==> src/rtl/bus_fabric.sv <==
// Single-master, N-slave interconnect: region decode into one-hot strobes,
// rvalid/wready handshakes, per-access timeout and sticky error reporting.
module bus_fabric #(
  parameter int unsigned N_SLAVES = 4,
  parameter int unsigned DATA_W   = 32,
  parameter int unsigned SEL_MSB  = 31,
  parameter int unsigned SEL_LSB  = 28,
  parameter int unsigned TIMEOUT  = 15,
  parameter logic [31:0] ERR_DATA = 32'hDEAD_BEEF
) (
  input  logic                       clk,
  input  logic                       rst,
  input  logic [31:0]                m_addr,
  input  logic [DATA_W-1:0]          m_wdata,
  input  logic [DATA_W/8-1:0]        m_wmask,
  input  logic                       m_rstrb,
  output logic [DATA_W-1:0]          m_rdata,
  output logic                       m_rbusy,
  output logic                       m_wbusy,
  output logic [31:0]                s_addr,
  output logic [DATA_W-1:0]          s_wdata,
  output logic [DATA_W/8-1:0]        s_wstrb,
  output logic [N_SLAVES-1:0]        s_ren,
  output logic [N_SLAVES-1:0]        s_wen,
  input  logic [N_SLAVES*DATA_W-1:0] s_rdata,
  input  logic [N_SLAVES-1:0]        s_rvalid,
  input  logic [N_SLAVES-1:0]        s_wready,
  output logic                       err,
  output logic [31:0]                err_addr,
  input  logic                       err_clr
);
  localparam int unsigned SEL_W = SEL_MSB - SEL_LSB + 1;
  localparam int unsigned TGT_W = (N_SLAVES > 1) ? $clog2(N_SLAVES) : 1;
  localparam int unsigned CNT_W = 8;

  typedef enum logic [1:0] {IDLE, RD_WAIT, WR_WAIT, ERR} state_e;

  state_e            state_q, state_d;
  logic [TGT_W-1:0]  tgt_q, tgt_d;
  logic              is_rd_q, is_rd_d;
  logic [CNT_W-1:0]  cnt_q, cnt_d;
  logic [DATA_W-1:0] m_rdata_q, m_rdata_d;
  logic              m_rbusy_q, m_rbusy_d;
  logic              m_wbusy_q, m_wbusy_d;
  logic              err_q, err_d;
  logic [31:0]       err_addr_q, err_addr_d;

  logic [SEL_W-1:0]  idx;
  logic              mapped, rd_req, wr_req, timeout_hit;
  logic              wready_idx, rvalid_tgt, wready_tgt;
  logic [DATA_W-1:0] rdata_tgt;

  assign idx         = m_addr[SEL_MSB:SEL_LSB];
  assign mapped      = 32'(idx) < N_SLAVES;
  assign wr_req      = |m_wmask;
  assign rd_req      = m_rstrb & ~wr_req;
  assign timeout_hit = (9'(cnt_q) + 9'd1) >= 9'(TIMEOUT);

  assign s_addr   = 32'(m_addr[SEL_LSB-1:0]);
  assign s_wdata  = m_wdata;
  assign s_wstrb  = m_wmask;
  assign m_rdata  = m_rdata_q;
  assign m_rbusy  = m_rbusy_q;
  assign m_wbusy  = m_wbusy_q;
  assign err      = err_q;
  assign err_addr = err_addr_q;

  // Slave-side muxing: strobes and same-cycle wready follow the live decode,
  // wait-state handshakes follow the registered target.
  always_comb begin
    s_ren      = '0;
    s_wen      = '0;
    wready_idx = 1'b0;
    rvalid_tgt = 1'b0;
    wready_tgt = 1'b0;
    rdata_tgt  = '0;
    for (int unsigned i = 0; i < N_SLAVES; i++) begin
      if (idx == SEL_W'(i)) begin
        wready_idx = s_wready[i];
        if (state_q == IDLE) begin
          s_ren[i] = rd_req;
          s_wen[i] = wr_req;
        end
      end
      if (tgt_q == TGT_W'(i)) begin
        rvalid_tgt = s_rvalid[i];
        wready_tgt = s_wready[i];
        rdata_tgt  = s_rdata[i*DATA_W +: DATA_W];
      end
    end
  end

  always_comb begin
    state_d    = state_q;
    tgt_d      = tgt_q;
    is_rd_d    = is_rd_q;
    cnt_d      = '0;
    m_rdata_d  = m_rdata_q;
    err_d      = err_q & ~err_clr;
    err_addr_d = err_addr_q;
    case (state_q)
      IDLE: begin
        if (rd_req || wr_req) begin
          is_rd_d = rd_req;
          tgt_d   = TGT_W'(idx);
          if (!mapped)         state_d = ERR;
          else if (rd_req)     state_d = RD_WAIT;
          else if (!wready_idx) state_d = WR_WAIT;
        end
      end
      RD_WAIT: begin
        if (rvalid_tgt) begin
          m_rdata_d = rdata_tgt;
          state_d   = IDLE;
        end else if (timeout_hit) begin
          state_d = ERR;
        end else begin
          cnt_d = cnt_q + CNT_W'(1);
        end
      end
      WR_WAIT: begin
        if (wready_tgt)       state_d = IDLE;
        else if (timeout_hit) state_d = ERR;
        else                  cnt_d = cnt_q + CNT_W'(1);
      end
      ERR: begin
        // Set beats a simultaneous clear; address kept from the first error.
        if (is_rd_q) m_rdata_d = DATA_W'(ERR_DATA);
        if (!err_q)  err_addr_d = m_addr;
        err_d   = 1'b1;
        state_d = IDLE;
      end
      default: state_d = IDLE;
    endcase
    m_rbusy_d = (state_d == RD_WAIT) || ((state_d == ERR) && is_rd_d);
    m_wbusy_d = (state_d == WR_WAIT) || ((state_d == ERR) && !is_rd_d);
  end

  always_ff @(posedge clk or posedge rst) begin
    if (rst) begin
      state_q    <= IDLE;
      tgt_q      <= '0;
      is_rd_q    <= 1'b0;
      cnt_q      <= '0;
      m_rdata_q  <= '0;
      m_rbusy_q  <= 1'b0;
      m_wbusy_q  <= 1'b0;
      err_q      <= 1'b0;
      err_addr_q <= '0;
    end else begin
      state_q    <= state_d;
      tgt_q      <= tgt_d;
      is_rd_q    <= is_rd_d;
      cnt_q      <= cnt_d;
      m_rdata_q  <= m_rdata_d;
      m_rbusy_q  <= m_rbusy_d;
      m_wbusy_q  <= m_wbusy_d;
      err_q      <= err_d;
      err_addr_q <= err_addr_d;
    end
  end
endmodule

==> config.mk <==
export PLATFORM = sky130hd
export DESIGN_NAME = bus_fabric
export DESIGN_NICKNAME = d
export VERILOG_FILES = /design/src/rtl/bus_fabric.sv
export SDC_FILE = /design/constraint.sdc
export NUM_CORES = 1
export LEC_CHECK = 0
export CORE_AREA = 2 2 135 137
export DETAILED_ROUTE_END_ITERATION = 10
export DIE_AREA = 0 0 137 139
export HOLD_SLACK_MARGIN = 0.08
export PLACE_DENSITY = 0.66
export SLEW_MARGIN = 20
export SYNTH_ARGS = -nofsm -noshare
export SYNTH_HDL_FRONTEND = slang
export SYNTH_SLANG_ARGS = --single-unit
==> constraint.sdc <==
create_clock -name clk -period 7.6 [get_ports clk]
set_input_delay 1.52 -clock clk [delete_from_list [all_inputs] [get_ports clk]]
set_output_delay 1.52 -clock clk [all_outputs]
set_load 0.005 [all_outputs]
==> flow_metrics.py <==
metrics = {
    "synth": {
        "yosysMostFrequentCell": "dfrtp_1",
        "async_flop_share": 1.00,
        "ys_top_cells_by_count": "80 x dfrtp_1, 68 x buf_4, 58 x nor2_1",
        "synth_cell_types": 46,
        "ys_top_cells_by_area": "dfrtp_1 42%, mux4_2 15%, buf_4 11%, mux2_2 7.7%, nor2_1 4.5%",
        "synth_cells": 425,
        "synth_edf_count": 0,
        "synth_seq_area_share": 0.416,
        "synth.avg_cell_area_sq_um": 11.3,
        "yosysWarnings": 0,
        "synth_area_sq_um": 4810,
        "synth_top_area_share": 0.416,
        "yosys_most_used_dff": "dfrtp_1",
        "yosysTopAreaCell": "dfrtp_1",
        "yosys_register_bits": 80,
    },
    "route": {
        "drc": 0,
        "drt_iter0_markers": 84,
        "vias": 4000,
        "wl_per_cell_microns": 15.9,
        "firstDrtPassIters": 4,
        "highest_layer": "met4",
        "wl_met1_microns": 4740,
        "wl_met2_microns": 7400,
        "vias_per_cell": 4.60,
        "finalWirelength_microns": 13800,
        "drtAntennaViolNets": 0,
        "met3_length_microns": 1450,
    },
    "finish": {
        "drive_gt1_frac": 0.153,
        "nets": 852,
        "area.growth.synth_to_final_pct": 60.8,
        "antennaDiodeCount": 0,
    },
    "placement": {
        "place_congestion": 0.816,
        "portBuffers": 282,
        "place_ws_ns": 2.26,
        "dp_hpwl_microns": 10900,
    },
    "critical_path": {
        "critical_path_arrival_ns": 3.82,
        "cp.required_ns": 6.08,
        "path_max_fanout": 7,
        "end_kind": "output pin",
        "start_kind": "primary input",
        "reg2reg_slack_ns": 4.86,
        "r2r_cells": 6,
        "crit_type": "primary input to output pin",
    },
    "global_routing": {
        "grt_antenna_before_repair": 0,
        "grt_pass1_vias": 4184,
        "grt_max_degree": 81,
        "grtUsageTotal": 0.144,
        "overflow": 0,
        "grt_pass1_wl_microns": 21400,
    },
    "power": {
        "switching_share": 0.318,
        "clock_power_share": 0.192,
        "vdd_ir_drop_max_uv": 159,
        "intPower_uw": 1730,
        "combPwrFrac": 0.523,
        "p_per_area_nw_per_um2": 328,
        "switching_power_uw": 807,
        "leakage_uw": 0.00303,
        "sequentialPowerShare": 0.286,
    },
    "timing": {
        "final.setup.tns_ns": 0,
        "worstMarginPinSlew_ns": 0.936,
        "setup_slack_ns": 2.26,
        "max_freq_mhz": 187,
        "finalWorstPathRequiredPeriod_ns": 5.34,
        "setup_violations": 0,
        "max_slew_margin": 0.376,
        "period_share": 0.702,
        "final_max_slew_viol_count": 0,
        "fin_hold_ws_ns": 0.482,
        "rsz0062_at_grt": "no",
        "skew_ns": 0.00694,
        "hold_viol_final": 0,
    },
    "clocking": {
        "hold_buffers": 0,
        "clkSinkCount": 80,
        "cts_root_buf": "clkbuf_16",
        "clock_latency_ns": 0.33,
        "clock_path_buffers": 2,
        "clk_pin_slew_ns": 0.06,
        "post_cts_resized": 0,
        "cts_max_level": 3,
        "cts_setup_buffers": 0,
        "cts_tree": "done",
        "cts_buffers": 9,
    },
    "die": {
        "die-area_sq_um": 19000,
        "die_y_microns": 139,
        "rows": 49,
        "io_pins": 351,
        "coreArea_sq_um": 17700,
        "die_w_microns": 137,
        "start_util": 0.272,
    },
    "min_path": {
        "hold_depth": 1,
        "min_path_type": "register to register",
    },
    "run": {
        "cap_viol_max_count": 0,
    },
    "status": {
        "status": "complete, no violations",
    },
}
==> layout by cell type, fill, tap and decap left out, types with 2 or more instances in the layout <==
cell type	synthesis	layout
ha_1	7	7
bufinv_16	0	3
clkbuf_16	0	9
mux2_1	5	5
mux4_2	33	33
nand3b_1	8	8
dfrtp_1	80	79
nor4_1	3	3
nand3_1	2	2
clkdlybuf4s50_1	0	282
a2111oi_2	2	2
o21ai_0	10	10
conb_1	1	8
o22ai_1	2	2
nand2_1	16	16
nand2b_1	5	5
inv_1	8	7
mux2i_1	2	2
xor2_1	2	2
nor2_1	58	57
nor3_1	3	3
a21oi_1	30	30
mux2_2	33	33
buf_4	68	3
==> registers in the layout (all words and copies together), names as in the netlist <==
name and flops:
cnt_q 8, m_rbusy 1, tgt_q 2, m_rdata 32, state_q 2, m_wbusy 1, err_addr 32, is_rd_q 1
err 1
==> stage by stage <==
stage	util	total power, uW	cell area, sq um	cells
after floorplan	-	1470	4840	432
after global placement	0.418	2040	7370	854
after detailed placement	0.418	2070	7370	854
after CTS	0.437	2570	7710	869
after global routing	0.438	2730	7730	870
final	0.438	2540	7730	870
==> critical path, stage by stage <==
cell and delay (ns):
clkdlybuf4s50_1 0.42, or4_4 0.61, or4_1 0.57, nor3_1 0.17, clkdlybuf4s50_1 0.54
==> worst paths after layout <==
| kind | start | endpoint |
|---|---|---|
| min reg2reg | err_addr[3] | err_addr[3] |
| min | err_addr[3] | err_addr[3] |
| max in group asynchronous | rst | tgt_q[0] |
| max reg2reg | tgt_q[0] | m_rbusy |
| min in group asynchronous | rst | err_addr[18] |
| max | m_wmask[1] | s_ren[0] |
==> area by class of cell <==
cell class                 count  area (sq um)
fill                        1587          9920
timing repair buffer         287          2880
multi-input combinational    251          2200
sequential                    80          2000
tap                          229           287
clock buffer                  10           229
clock inverter                 5           106
inverter                       8          31.3
==> kinds of logic after synthesis <==
family | share of synthesized area
and+or+nand+nor | 0.103
adders and majority gates | 0.0182
muxes | 0.248
other | 0.000780
buffers and inverters | 0.135
AOI/OAI and AO/OA | 0.0739
DFF | 0.416
xor gates and xnor gates | 0.00546
==> power groups by stage <==
stage	registers, uW	clock network [uW]	logic, uW
finish	725	486	1330
global route	750	526	1460
CTS	728	505	1340
detailed placement	732	0	1340
global placement	726	0	1310
floorplan	734	0	734
==> routing by layer <==
layer | vias up | global-route usage
met5 | - | 0
met4 | 0 | 0.0494
met3 | 21 | 0.0530
met2 | 227 | 0.267
met1 | 1891 | 0.145
li1 | 1861 | -
(Power assumes the default switching activity.)
